$ cat config.mk
export PLATFORM = sky130hd
export DESIGN_NAME = fetch_controller
export DESIGN_NICKNAME = d
export VERILOG_FILES = /design/src/rtl/fetch_controller.sv
export SDC_FILE = /design/constraint.sdc
export NUM_CORES = 1
export LEC_CHECK = 0
export ABC_AREA = 1
export BUFFER_PORTS_ARGS = -buffer_cell sky130_fd_sc_hd__buf_2
export CAP_MARGIN = 10
export CORE_MARGIN = 2
export CORE_UTILIZATION = 61
export CTS_CLUSTER_DIAMETER = 80
export DETAILED_ROUTE_END_ITERATION = 8
export PLACE_DENSITY = 0.86
export REMOVE_ABC_BUFFERS = 1
export SYNTH_ARGS = -nofsm -noshare
export SYNTH_HDL_FRONTEND = slang
export SYNTH_SLANG_ARGS = --single-unit
export TNS_END_PERCENT = 100
$ cat constraint.sdc
create_clock -name clk -period 8.9 [get_ports clk]
set_clock_uncertainty 0.2 [all_clocks]
set_input_delay 0.445 -clock clk [delete_from_list [all_inputs] [get_ports clk]]
set_output_delay 0.445 -clock clk [all_outputs]
set_load 0.02 [all_outputs]
$ cat src/rtl/fetch_controller.sv
// Instruction fetch sequencer: PC, single-outstanding I-memory reads, small instruction buffer.
// Optional perf counters (perf_fetched, perf_discarded) under `define FETCH_PERF_CNT_EN.
module fetch_controller #(
    parameter logic [31:0] RESET_PC  = 32'h0000_0060,
    parameter int          BUF_DEPTH = 2
) (
    input  logic        clk,
    input  logic        rst,
    output logic        imem_read,
    output logic [31:0] imem_address,
    input  logic [31:0] imem_rdata,
    input  logic        imem_resp,
    input  logic        redirect,
    input  logic [31:0] redirect_pc,
    input  logic        decode_stall,
    output logic        instr_valid,
    output logic [31:0] instr,
    output logic [31:0] instr_pc
`ifdef FETCH_PERF_CNT_EN
    ,
    output logic [31:0] perf_fetched,
    output logic [31:0] perf_discarded
`endif
);

    localparam int PW = (BUF_DEPTH > 2) ? 2 : 1;
    localparam int CW = PW + 1;
    localparam logic [CW-1:0] DEPTH_C = CW'(BUF_DEPTH);
    localparam logic [31:0] NOP = 32'h0000_0013;

    typedef enum logic {
        FETCH,
        DISCARD
    } state_t;

    state_t          state;
    logic [31:0]     pc;
    logic [31:0]     buf_pc   [BUF_DEPTH];
    logic [31:0]     buf_data [BUF_DEPTH];
    logic [PW-1:0]   rd_ptr;
    logic [PW-1:0]   wr_ptr;
    logic [CW-1:0]   count;
    logic [CW-1:0]   cnt_n;

    logic        resp_ok;
    logic        out_after;
    logic        push;
    logic        pop;
    logic        full;
    logic        drop;
    logic [31:0] redir_pc;
    logic        unused_lsb;

    assign unused_lsb = ^redirect_pc[1:0];
    assign redir_pc   = {redirect_pc[31:2], 2'b00};

    // imem_read doubles as the outstanding flag: it is held until the response.
    assign resp_ok   = imem_read && imem_resp;
    assign out_after = imem_read && !imem_resp;
    assign push      = resp_ok && (state == FETCH) && !redirect;
    assign drop      = resp_ok && (redirect || (state == DISCARD));
    assign pop       = instr_valid && !decode_stall;
    assign full      = (count == DEPTH_C);

    always_comb begin
        cnt_n = count;
        if (push && !pop) begin
            cnt_n = count + CW'(1);
        end else if (pop && !push) begin
            cnt_n = count - CW'(1);
        end
    end

    always_ff @(posedge clk) begin
        if (rst) begin
            state        <= FETCH;
            pc           <= RESET_PC;
            imem_read    <= 1'b0;
            imem_address <= 32'd0;
            rd_ptr       <= '0;
            wr_ptr       <= '0;
            count        <= '0;
        end else if (redirect) begin
            rd_ptr <= '0;
            wr_ptr <= '0;
            count  <= '0;
            if (out_after) begin
                // Wrong-path request still in flight: wait it out.
                state <= DISCARD;
                pc    <= redir_pc;
            end else begin
                state        <= FETCH;
                imem_read    <= 1'b1;
                imem_address <= redir_pc;
                pc           <= redir_pc + 32'd4;
            end
        end else begin
            if (push) begin
                wr_ptr <= wr_ptr + PW'(1);
            end
            if (pop) begin
                rd_ptr <= rd_ptr + PW'(1);
            end
            count <= cnt_n;
            if ((state == DISCARD) && resp_ok) begin
                state <= FETCH;
            end
            if (!out_after) begin
                if (cnt_n < DEPTH_C) begin
                    imem_read    <= 1'b1;
                    imem_address <= pc;
                    pc           <= pc + 32'd4;
                end else begin
                    imem_read <= 1'b0;
                end
            end
        end
    end

    always_ff @(posedge clk) begin
        if (!rst && push) begin
            buf_pc[wr_ptr]   <= imem_address;
            buf_data[wr_ptr] <= imem_rdata;
        end
    end

    assign instr_valid = (count != '0);
    assign instr       = instr_valid ? buf_data[rd_ptr] : NOP;
    assign instr_pc    = instr_valid ? buf_pc[rd_ptr] : 32'd0;

`ifdef FETCH_PERF_CNT_EN
    always_ff @(posedge clk) begin
        if (rst) begin
            perf_fetched   <= 32'd0;
            perf_discarded <= 32'd0;
        end else begin
            if (push) begin
                perf_fetched <= perf_fetched + 32'd1;
            end
            perf_discarded <= perf_discarded + 32'(drop)
                + (redirect ? 32'(count) : 32'd0);
        end
    end
`else
    logic unused_drop;
    assign unused_drop = drop;
`endif

    a_no_overflow: assert property (@(posedge clk) disable iff (rst)
        !(push && full));

endmodule
# After elaboration in Yosys (flattened, before gate mapping)
# Memories as Yosys holds them, arrays and structs flattened. A register that Yosys moved wholly into a read port is not among the register bits.
# Index checks and enable logic that the tools add are counted.
[word_totals]
input_bits = 69
memories = 2
ramBits = 128
reg_bits = 70
output_inout_bits = 98
[memory_table]
columns = ["name", "words", "word_bits", "read_ports", "rd_ports_with_merged_regs", "write_ports", "line_no", "source"]
rows = [
  ["buf_data", 2, 32, 1, 1, 1, "39", "logic [31:0] buf_data [BUF_DEPTH];"],
  ["buf_pc", 2, 32, 1, 1, 1, "38", "logic [31:0] buf_pc [BUF_DEPTH];"],
]
[op_classes]
order_cmp = 1
n_eq_ne = 1
bitwise = 2
n_reduce_logical = 21
n_addsub = 6
n_mux = 25
[op_table]
columns = ["operator", "n"]
rows = [
  ["two-way mux 32 bit", 10],
  ["adder 32 x 3 -> 32 bit, second input constant", 2],
  ["two-way mux 1 bit", 13],
  ["logical AND 1 bit", 9],
  ["zero test 1 bit", 6],
  ["nonzero test 2 bit", 3],
  ["two-way mux 2 bit", 2],
  ["AND reduction 2 bit", 2],
  ["adder 1 bit, second input constant", 2],
  ["adder 2 x 1 -> 2 bit, second input constant", 1],
  ["less-than comparator 2 bit, second input constant", 1],
  ["inequality test 2 bit, second input constant", 1],
  ["NOT 1 bit", 2],
  ["OR reduction 2 bit", 1],
  ["subtractor 2 x 1 -> 2 bit, second input constant", 1],
]

# Logic depth before layout (Yosys ltp)
# Gate-level depths: netlist (run 1).
[logic_depth]
depth_word = 11
mapped_depth = 15

# Worst setup path after synthesis (run 1)
# OpenSTA, ideal clock, no wires.
[synth_timing]
path_type = "input -> register"
startpoint = "in rst"
endpoint = "mem buf_data[0][0], enable pin"
n_path_buf = 2
path_slack_ns = 2.937
arrival_ns = 5.202
required_time_ns = 8.139
stages = 3
setup_ns = 0.561
path_cell_list = "clkbuf_1 > clkbuf_1 > nor3_1"
[synth_via]
elab_chain_cells = 4
[synth_rtl]
columns = ["item", "line_no", "source"]
rows = [
  ["start, declared", "8", "input logic rst,"],
  ["zero test 1 bit", "121", "if (!rst && push) begin"],
  ["logical AND 1 bit", "121", ""],
  ["two-way mux 1 bit", "121", ""],
  ["two-way mux 1 bit (implied by the code)", "123", "buf_data[wr_ptr] <= imem_rdata;"],
  ["end, declared", "39", ""],
]
# Every way passes these cells.

# Worst setup path in the final report (run 1)
[layout_timing]
startpoint = "in redirect"
endpoint = "reg pc[10]"
[layout_via]
elab_chain_cells = 9
[layout_rtl]
columns = ["item", "line_no", "source"]
rows = [
  ["start, declared", "13", "input logic redirect,"],
  ["zero test 1 bit", "60", "assign push = resp_ok && (state == FETCH) && !redirect;"],
  ["logical AND 1 bit", "60", ""],
  ["zero test 1 bit", "69", "end else if (pop && !push) begin"],
  ["logical AND 1 bit", "69", ""],
  ["two-way mux 2 bit", "69", ""],
  ["two-way mux 2 bit", "67", "if (push && !pop) begin"],
  ["less-than comparator 2 bit", "109", "if (cnt_n < DEPTH_C) begin"],
  ["nonzero test 2 bit (no line)", "--", ""],
  ["AND reduction 2 bit (no line)", "--", ""],
  ["end signal, assigned", "90", "pc <= redir_pc;"],
  ["end signal, assigned", "95", "pc <= redir_pc + 32'd4;"],
  ["end signal, assigned", "112", "pc <= pc + 32'd4;"],
  ["end, declared", "37", "logic [31:0] pc;"],
]
# Several ways; a longest one is shown, not always the timed one.
# A chain may end at the register's enable or synchronous reset.

==> metrics.cfg, run 1 <==
[status]
outcome=finished clean

[die]
dieArea_um2=16410
ios=167
start_util=0.6202
core_um2=15150
die_y_um=128.1
die_w_um=128.1
num_rows=45

[timing]
hold_ws_ps=98.89
period_share=0.4104
min_period_ps=3652
final_hold_viol_count=0
tightest_slew_ps=1140
fin_setup_tns_ps=0
fmax_mhz=273.8
rsz0062_at_grt=false
setup_viol=0
finalMaxSlewViolations=0
slew_headroom=0.2390

[routing]
wl_mm=25.02
wire_per_inst_um=16.76
vias_per_cell=5.653
vias=8440
dr.pass1.iters=7
detail-route-antenna-nets=0
route.detailed.drc=0
drt-initial-drc-count=852

[critical_path]
reg2reg_slack_ps=5290
end_kind=flip-flop
required_ps=9020
critPathLaunchType=primary input
reg2reg_depth=13
rr_endpoint=pc[10]
critical_path_class=in -> reg
crit_arrival_ps=3770
reg2reg_from=count[0]
critPathMaxFanout=71

[hold_path]
min_from=redirect_pc[24]
whs_path_depth=3
holdPathEnd=imem_address[24]
hold_class=in -> reg

[yosys]
ys_async_sr_fraction=0
synth_edf_count=126
ys_seq_area_frac=0.5477
netlist_area_um2=9394
synth_ff_type=edfxtp_1
syn_inst=1123
ys_seq_elements=194
syn-mean-instance-area_um2=8.365
yosysUniqueCellTypes=38
ys.warnings.count=0

[cells_and_area]
drive_above_1_share=0.1831
utilization=0.7369
layout.nets=1366
layout_common_cells=248 x nand2_1, 209 x nor2_1, 164 x buf_2, 126 x edfxtp_1, 117 x o21ai_0
area_growth_syn_to_layout_pct=18.81
num_antenna_cells=0
layout_commonest_cell=nand2_1

[clock_tree]
cts_tree=built
clkSlewWorstSetupHoldPaths_ps=80
clk_path_buf_depth=2
cts.sinks=194
cts_buffers=17
postCtsSetupRepairBufs=0
htree_levels=4
root_buffer=clkbuf_16
clock_latency_ps=440

[pwr]
p_per_area_nw_per_um2=177.8
leakage_nw=4.717
vdd_drop_max_mv=0.1306

[placed_design]
numPortBuffers=164
dp_hpwl_mm=15.64
gp_congestion=0.9420

[grt]
grtUsageTotal=0.3006
antenna_found_initial=0
grt_pass1_wl_mm=38.63
grt_start_max_net_pins=72
overflow=0
grt_pass1_vias=7879

[job]
maxCapViolations=0

==> cell type report <==
class                   instances  area (µm²)
clock buffers                  17       425.4
inverters                      86       322.8
repair buffers                204        1201
well taps                     188       235.2
clock inverters                15       142.6
multi-input cells             789        3687
fillers                      1097        3985
flip-flops and latches        194        5146
==> Yosys cell counts (all sizes together), types with 3 or more instances <==
library cell	count	area share
or2	3	0.0020
xnor2	3	0.0028
dfxtp	68	0.14
a21oi	40	0.021
edfxtp	126	0.40
buf	21	0.012
nand3	63	0.035
inv	84	0.034
o21ai	121	0.065
ha	5	0.0067
clkbuf	33	0.014
nand4	13	0.0087
nand3b	3	0.0037
a31oi	29	0.019
nor2	222	0.097
o211ai	5	0.0040
xor2	11	0.010
nand2	255	0.10
nor3	12	0.0080
==> logic make-up (layout without fill, tap and decap cells) <==
| kind of cell | count (synthesis) | count (layout) | synth area share |
|---|---|---|---|
| compound gates | 199 | 199 | 0.1127 |
| xor+xnor | 14 | 14 | 0.01305 |
| fa+ha+maj | 5 | 5 | 0.006660 |
| buf+inv | 140 | 322 | 0.06087 |
| flops | 194 | 194 | 0.5477 |
| simple gates | 571 | 571 | 0.2591 |
==> critical path, cell delays in order <==
cell and delay [ps]:
buf_2 70, buf_4 550, nor2_1 80, nand2_1 220, ha_1 230, inv_1 60
nand2_1 50, nand2_1 60, o21ai_2 190, nand2_1 120, nand2_1 810, inv_2 430
nor3_1 350, nor2_1 80
==> timing repair <==
| action | 4_1_cts | 5_1_grt |
|---|---|---|
| hold buffers | 32 | 0 |
| gates resized for setup | 0 | 0 |
| hold endpoints to repair | 64 | 0 |
==> per-stage QoR <==
step | cells | total power, mW | setup slack (ps) | area [µm²]
finish | 1493 | 1.984 | 5248 | 11160
global route | 1493 | 2.047 | 4965 | 11160
CTS | 1493 | 1.982 | 5291 | 11160
detailed placement | 1429 | 1.251 | 4938 | 10270
global placement | 1429 | 1.245 | 4976 | 10270
floorplan | 1069 | 1.162 | 3128 | 9145
==> registers in the layout, indices dropped and copies added, names as in the netlist, named ones only <==
| signal | count |
|---|---|
| buf_data | 64 |
| buf_pc | 62 |
| rd_ptr | 1 |
| count | 2 |
| imem_address | 31 |
| wr_ptr | 1 |
| pc | 30 |
| state | 1 |
| imem_read | 1 |
==> worst max-delay path by stage <==
stage / start / endpoint / depth (start not counted)
after floorplan: imem_read / buf_data[0][0] / 4
after global placement: redirect / pc[10] / 14
after detailed placement: redirect / pc[10] / 14
after CTS: redirect / pc[10] / 14
after global routing: redirect / pc[10] / 14
final: redirect / pc[10] / 14
==> where the power goes <==
part | switching, mW | internal [mW] | leakage (nW)
combinational | 0.146 | 0.0753 | 2.74
clock | 0.365 | 0.370 | 0.269
sequential | 0.0337 | 0.995 | 1.71
==> metal layers <==
layer	share of wire	up-vias	track usage
met2	0.50	375	0.5203
met4	0.029	0	0.1222
met5	0	-	0
met1	0.40	3922	0.3632
met3	0.078	64	0.07053
li1	-	4079	-
(Power assumes the default switching activity.)
==> run 2: changes to the inputs <==
--- a/config.mk
+++ b/config.mk
@@ -5,14 +5,14 @@
 export SDC_FILE = /design/constraint.sdc
 export NUM_CORES = 1
 export LEC_CHECK = 0
-export ABC_AREA = 1
+export ABC_AREA = 0
 export BUFFER_PORTS_ARGS = -buffer_cell sky130_fd_sc_hd__buf_2
 export CAP_MARGIN = 10
 export CORE_MARGIN = 2
-export CORE_UTILIZATION = 61
+export CORE_UTILIZATION = 56
 export CTS_CLUSTER_DIAMETER = 80
 export DETAILED_ROUTE_END_ITERATION = 8
-export PLACE_DENSITY = 0.86
+export PLACE_DENSITY = 0.8
 export REMOVE_ABC_BUFFERS = 1
 export SYNTH_ARGS = -nofsm -noshare
 export SYNTH_HDL_FRONTEND = slang
==> constraint.sdc (replaced) <==
create_clock -name clk -period 3.42 [get_ports clk]
set_clock_uncertainty 0.2 [all_clocks]
set_input_delay 0.171 -clock clk [delete_from_list [all_inputs] [get_ports clk]]
set_output_delay 0.171 -clock clk [all_outputs]
set_load 0.02 [all_outputs]
==> run 2 against run 1 <==
  * Largest power group unchanged
  * Largest cell class unchanged
  * Critical path depth decreased by 4
  * Sequential power rose to 2.6 times the previous value
  * Power increased to 2.5 times the previous value
==> metrics.cfg, run 2 <==
[grt]
grtUsageTotal=0.2540  ; -0.04668
grt_pass1_wl_mm=33.19  ; -14%
grt_start_max_net_pins=69  ; -4.2%
antenna_found_initial=0  ; unchanged
overflow=0  ; unchanged
grt_pass1_vias=6539  ; -17%

[yosys]
yosysUniqueCellTypes=65  ; +71%
netlist.area_leader.share=0.4281  ; +0.02532
ys_seq_area_frac=0.5821  ; +0.03442
ys_async_sr_fraction=0  ; unchanged
syn_inst=755  ; -33%
synthTopCellsByArea=edfxtp_1 43%, dfxtp_1 15%, mux2i_1 10%
synth.most_common_cell=edfxtp_1
synth_largest_area_cell=edfxtp_1
ys_seq_elements=194  ; unchanged
netlist_area_um2=8838  ; -5.9%
synth_edf_count=126  ; unchanged
syn-mean-instance-area_um2=11.71  ; +40%
synth_ff_type=edfxtp_1
synth_commonest_cells=126 x edfxtp_1, 110 x nor2_1, 92 x mux2i_1
ys.warnings.count=0  ; unchanged

[cells_and_area]
layout.nets=1045  ; -23%
top_regs=buf_data: 64 flops, buf_pc: 62 flops, imem_address: 31 flops
instances_no_fill=1195  ; -20%
regMostFlops=buf_data
final_area_um2=11110  ; -0.45%
num_antenna_cells=0  ; unchanged
layout_commonest_cell=buf_2
drive_above_1_share=0.2429  ; +0.05974
layout_common_cells=164 x buf_2, 126 x edfxtp_1, 110 x nor2_1, 92 x mux2i_1, 67 x dfxtp_1
area_growth_syn_to_layout_pct=25.71
largest_reg_flops=64  ; unchanged

[timing]
fmax_mhz=324.9
min_period_ps=3078
finalMaxSlewViolations=0  ; unchanged
hold_ws_ps=12.08  ; -86.81 ps
slew_headroom=0.4131  ; +0.1740
tightest_slew_ps=880.4  ; -259.4 ps
rsz0062_at_grt=false
final_hold_viol_count=0  ; unchanged
period_share=0.9001
setup_viol=0  ; unchanged

[routing]
wire_per_inst_um=17.73  ; +5.8%
dr.pass1.iters=5  ; -2
drt-initial-drc-count=570  ; -33%
route.detailed.drc=0  ; unchanged
vias_per_cell=5.672  ; +0.33%
detail-route-antenna-nets=0  ; unchanged
vias=6778  ; -20%
wl_mm=21.19  ; -15%

[clock_tree]
cts_tree=built
clkSlewWorstSetupHoldPaths_ps=80  ; about the same
cts.sinks=194  ; unchanged
clock_latency_ps=440  ; about the same
cts_buffers=17  ; unchanged
clk_path_buf_depth=2  ; unchanged
cts_resized=0  ; unchanged
htree_levels=4  ; unchanged
root_buffer=clkbuf_16

[placed_design]
dpl-instance-area_um2=9884  ; -3.8%
dp_hpwl_mm=13.13  ; -16%
gp_congestion=0.9163  ; -2.7%
numPortBuffers=164  ; unchanged
dpl.cell_count=1099  ; -23%

[critical_path]
worstPathCellList=inv_1 -> ha_2 -> nor2_1 -> inv_1 -> ha_1 -> or3b_2 -> a31oi_4 -> nor3_1 -> and4_4 -> a2111oi_2
path_buf_inv=2  ; -2
critical_path_class=reg -> reg
crit_arrival_ps=3210  ; -560 ps
critPathLaunchType=flip-flop
critical-path-top-delay-family=simple AND/OR/NAND/NOR gates
end_kind=flip-flop
critPathMaxFanout=10  ; -86%
critPathMaxStageDelay_ps=510  ; -300 ps
required_ps=3550  ; -5470 ps
cpMaxStageDelayCell=or3b_2
crit_path_frequent_cell=inv_1

[die]
num_rows=45  ; unchanged
ios=167  ; unchanged
dieArea_um2=16800  ; +2.4%
core_um2=15310  ; +1.1%
die_w_um=129.6  ; +1.2%
die_y_um=129.6  ; +1.2%
start_util=0.5771  ; -0.04312

[pwr]
p_total_mw=5.049  ; +150%
leakage_nw=4.207  ; -11%
p_per_area_nw_per_um2=454.4  ; +160%
vdd_drop_max_mv=0.3037  ; +130%

[hold_path]
hold_class=in -> reg

[status]
outcome=finished clean

[job]
maxCapViolations=0  ; unchanged

## run 2: metal layers
metal	vias to the layer above	global-route usage	routed length, µm
li1	3258	-	-
met4	0	0.08096	361
met3	36	0.04913	1405
met1	3226	0.3266	9315
met2	258	0.4355	10110
met5	-	0	0
## run 2: cell families after synthesis
kind of cell    count (synthesis)  share of synthesized area
buf+inv                        57                    0.02675
flops                         194                     0.5821
simple gates                  275                     0.1624
compound gates                 94                    0.07899
mux                            95                     0.1080
fa+ha+maj                       5                   0.007078
xor+xnor                       35                    0.03468
## run 2: layout make-up
type,count,area [µm²]
fill,1070,4204
sequential,194,5149
timing repair buffer,241,1597
clock inverter,15,160.2
inverter,13,48.80
clock buffer,17,425.4
multi-input combinational,504,3467
tap,211,264.0
## run 2: repair_timing
| action | CTS | global route |
|---|---|---|
| hold buffers | 64 | 0 |
| setup endpoints to repair | 0 | 0 |
| hold endpoints to repair | 120 | 0 |
| setup buffers | 0 | 0 |
## run 2: path summary, 6_finish.rpt
path,startpoint,end,slack [ps],cells after the start
setup / recovery,count[0],pc[26],340,10
hold reg to reg,imem_address[16],buf_pc[1][16],280,0
setup reg to reg,count[0],pc[26],340,10
hold / removal,rst,imem_read,10,2
## run 2: report_power, final
part	internal, mW	switching (mW)	total [mW]
Clock	1.04	0.937	1.98
Sequential	2.57	0.0654	2.63
Combinational	0.195	0.247	0.442
## run 2: worst reg2reg max path: stages (launching register included)
cell and delay (ps):
dfxtp_1 350, inv_1 50, ha_2 180, nor2_1 220, inv_1 70, ha_1 270
or3b_2 510, a31oi_4 370, nor3_1 210, and4_4 230, a2111oi_2 310
## run 2: stage by stage
stage	util	setup slack [ps]	TNS [ps]
6_report	0.7255	341.7	0
5_1_grt	0.7255	168.0	0
2_1_floorplan	-	-2572	-189220
3_3_place_gp	0.6454	461.5	0
4_1_cts	0.7255	357.5	0
3_5_place_dp	0.6454	399.3	0
==> run 3: changes to the inputs <==
--- a/config.mk
+++ b/config.mk
@@ -8,11 +8,13 @@
 export ABC_AREA = 0
 export BUFFER_PORTS_ARGS = -buffer_cell sky130_fd_sc_hd__buf_2
 export CAP_MARGIN = 10
+export CELL_PAD_IN_SITES_DETAIL_PLACEMENT = 1
+export CELL_PAD_IN_SITES_GLOBAL_PLACEMENT = 1
 export CORE_MARGIN = 2
-export CORE_UTILIZATION = 56
+export CORE_UTILIZATION = 44
 export CTS_CLUSTER_DIAMETER = 80
 export DETAILED_ROUTE_END_ITERATION = 8
-export PLACE_DENSITY = 0.8
+export PLACE_DENSITY_LB_ADDON = 0.1
 export REMOVE_ABC_BUFFERS = 1
 export SYNTH_ARGS = -nofsm -noshare
 export SYNTH_HDL_FRONTEND = slang
==> run 3 against run 2 <==
  * Die area is 26% higher
  * Flip-flop and latch count is the same
  * Global-route usage fell by 2.3 points
  * Clock power increased by 2%
  * Critical endpoint is now imem_address[12]
  * Clock-buffer cell count unchanged
  * Wire length up 17%
  * First-iteration DRC count fell by 37%
  * Worst setup slack worse by 96 ps
  * Combinational power increased by 4.8%
  * Core utilization is 15 points lower
  * Hold slack better by 120 ps
  * Highest routed layer unchanged
==> metrics.cfg, run 3 (synthesis results as in run 2) <==
[status]
outcome=finished clean

[cells_and_area]
regMostFlops=buf_data
top_regs=buf_data: 64 flops, buf_pc: 62 flops, imem_address: 31 flops
fillers=2115  ; +98%
layout_commonest_cell=buf_2
largest_reg_flops=64  ; unchanged
final_area_um2=11240  ; +1.1%
num_antenna_cells=0  ; unchanged
layout.nets=1052  ; +0.67%
utilization=0.5737  ; -0.1518
drive_above_1_share=0.2442  ; +0.001312
area_growth_syn_to_layout_pct=27.15
layout_common_cells=164 x buf_2, 126 x edfxtp_1, 110 x nor2_1, 92 x mux2i_1
instances_no_fill=1256  ; +5.1%

[timing]
slew_headroom=0.3922  ; -0.02086
fin_ws_ps=245.8  ; -95.96 ps
final_hold_viol_count=0  ; unchanged
fin_setup_tns_ps=0  ; unchanged
tightest_slew_ps=911.7  ; +31.29 ps
setup_viol=0  ; unchanged
finalMaxSlewViolations=0  ; unchanged
fmax_mhz=315.0  ; -3.0%
hold_ws_ps=128.8  ; +116.7 ps
min_period_ps=3174  ; +95.96 ps
rsz0062_at_grt=false
period_share=0.9281  ; +0.02806

[die]
num_rows=51  ; +13%
core_um2=19590  ; +28%
dieArea_um2=21240  ; +26%
die_y_um=145.7  ; +12%
die_w_um=145.7  ; +12%
ios=167  ; unchanged
start_util=0.4512  ; -0.1260

[routing]
wl_mm=24.74  ; +17%
vias_per_cell=5.502  ; -3.0%
drt-initial-drc-count=357  ; -37%
detail-route-antenna-nets=0  ; unchanged
wire_per_inst_um=19.70  ; +11%
route.detailed.drc=0  ; unchanged
dr.pass1.iters=4  ; -1
vias=6911  ; +2.0%

[placed_design]
dpl-instance-area_um2=9935  ; +0.51%
dp_hpwl_mm=16.11  ; +23%
numPortBuffers=164  ; unchanged
dpl.cell_count=1154  ; +5.0%
place_ws_ps=214.3  ; -184.9 ps
gp_congestion=0.8489  ; -7.4%

[hold_path]
hold_class=in -> reg

[clock_tree]
clock_latency_ps=430  ; about the same
root_buffer=clkbuf_16
clk_path_buf_depth=2  ; unchanged
htree_levels=4  ; unchanged
cts_tree=built
cts_buffers=17  ; unchanged
cts.sinks=194  ; unchanged
cts_resized=0  ; unchanged
clkSlewWorstSetupHoldPaths_ps=80  ; about the same

[grt]
grt_pass1_wl_mm=38.96  ; +17%
grtUsageTotal=0.2311  ; -0.02286
grt_pass1_vias=7247  ; +11%
antenna_found_initial=0  ; unchanged
grt_use_met3=0.03918  ; -0.009948
busiest_layer=met2
met2_usage=0.4019  ; -0.03359
grt_start_max_net_pins=66  ; -4.3%
overflow=0  ; unchanged
met1_usage=0.2911  ; -0.03550

[pwr]
p_per_area_nw_per_um2=455.4  ; +0.22%
leakage_nw=4.240  ; +0.78%
vdd_drop_max_mv=0.3249  ; +7.0%
p_total_mw=5.118  ; +1.4%

[critical_path]
critPathMaxFanout=9  ; -1
critPathLaunchType=flip-flop
critical_path_class=reg -> reg
end_kind=flip-flop
crit_arrival_ps=3290  ; +80 ps
required_ps=3540  ; about the same

[job]
maxCapViolations=0  ; unchanged

[run 3: cell count changes in the layout (fill, tap and decap cells not counted)]
cell and delta:
buf_12 -2, buf_4 +5, bufinv_16 -1, clkinv_2 -1, clkinv_4 -1, clkinv_8 +4
clkinvlp_4 -1, dlygate4sd3_1 +3, inv_12 +2, inv_6 +1, inv_8 -3, o2111a_1 +1
[run 3: final cells by class]
type	instances	area, µm²	area share
well taps	265	331.6	0.02950
inverters	13	48.80	0.004342
clock inverters	15	181.4	0.01614
multi-input cells	505	3478	0.3095
clock buffers	17	425.4	0.03785
repair buffers	247	1624	0.1445
flip-flops and latches	194	5149	0.4581
[run 3: worst paths after layout]
path	cells past startpoint	from	slack (ps)	endpoint
worst max-delay path	10	count[1]	250	imem_address[12]
worst max register to register	10	count[1]	250	imem_address[12]
worst min-delay path	4	redirect	130	wr_ptr
worst min register to register	0	imem_address[11]	280	buf_pc[0][11]
[run 3: per-layer routing]
| metal | wire length (µm) | vias to the layer above | share of wire |
|---|---|---|---|
| met5 | 0 | - | 0 |
| met4 | 559 | 0 | 0.023 |
| met3 | 959 | 33 | 0.039 |
| met2 | 12620 | 172 | 0.51 |
| met1 | 10600 | 3435 | 0.43 |
| li1 | - | 3271 | - |
[run 3: worst max-delay path, stage by stage, from the launching register on]
cell           delay (ps)
dfxtp_1               340
inv_1                 120
ha_2                  210
nor2_1                200
inv_1                  70
ha_1                  280
or4b_1                590
o2111a_2              290
nor2_1                130
a211oi_1               60
dlygate4sd3_1         570
[run 3: timing repair]
action	4_1_cts	5_1_grt
hold buffers	67	0
endpoints found under the setup margin	0	14
setup buffers	0	2
endpoints found under the hold margin	123	0
[run 3: power by group]
group	total, mW	switching (mW)	internal (mW)
sequential	2.63	0.0661	2.57
clock	2.02	1.02	0.999
combinational	0.463	0.264	0.199
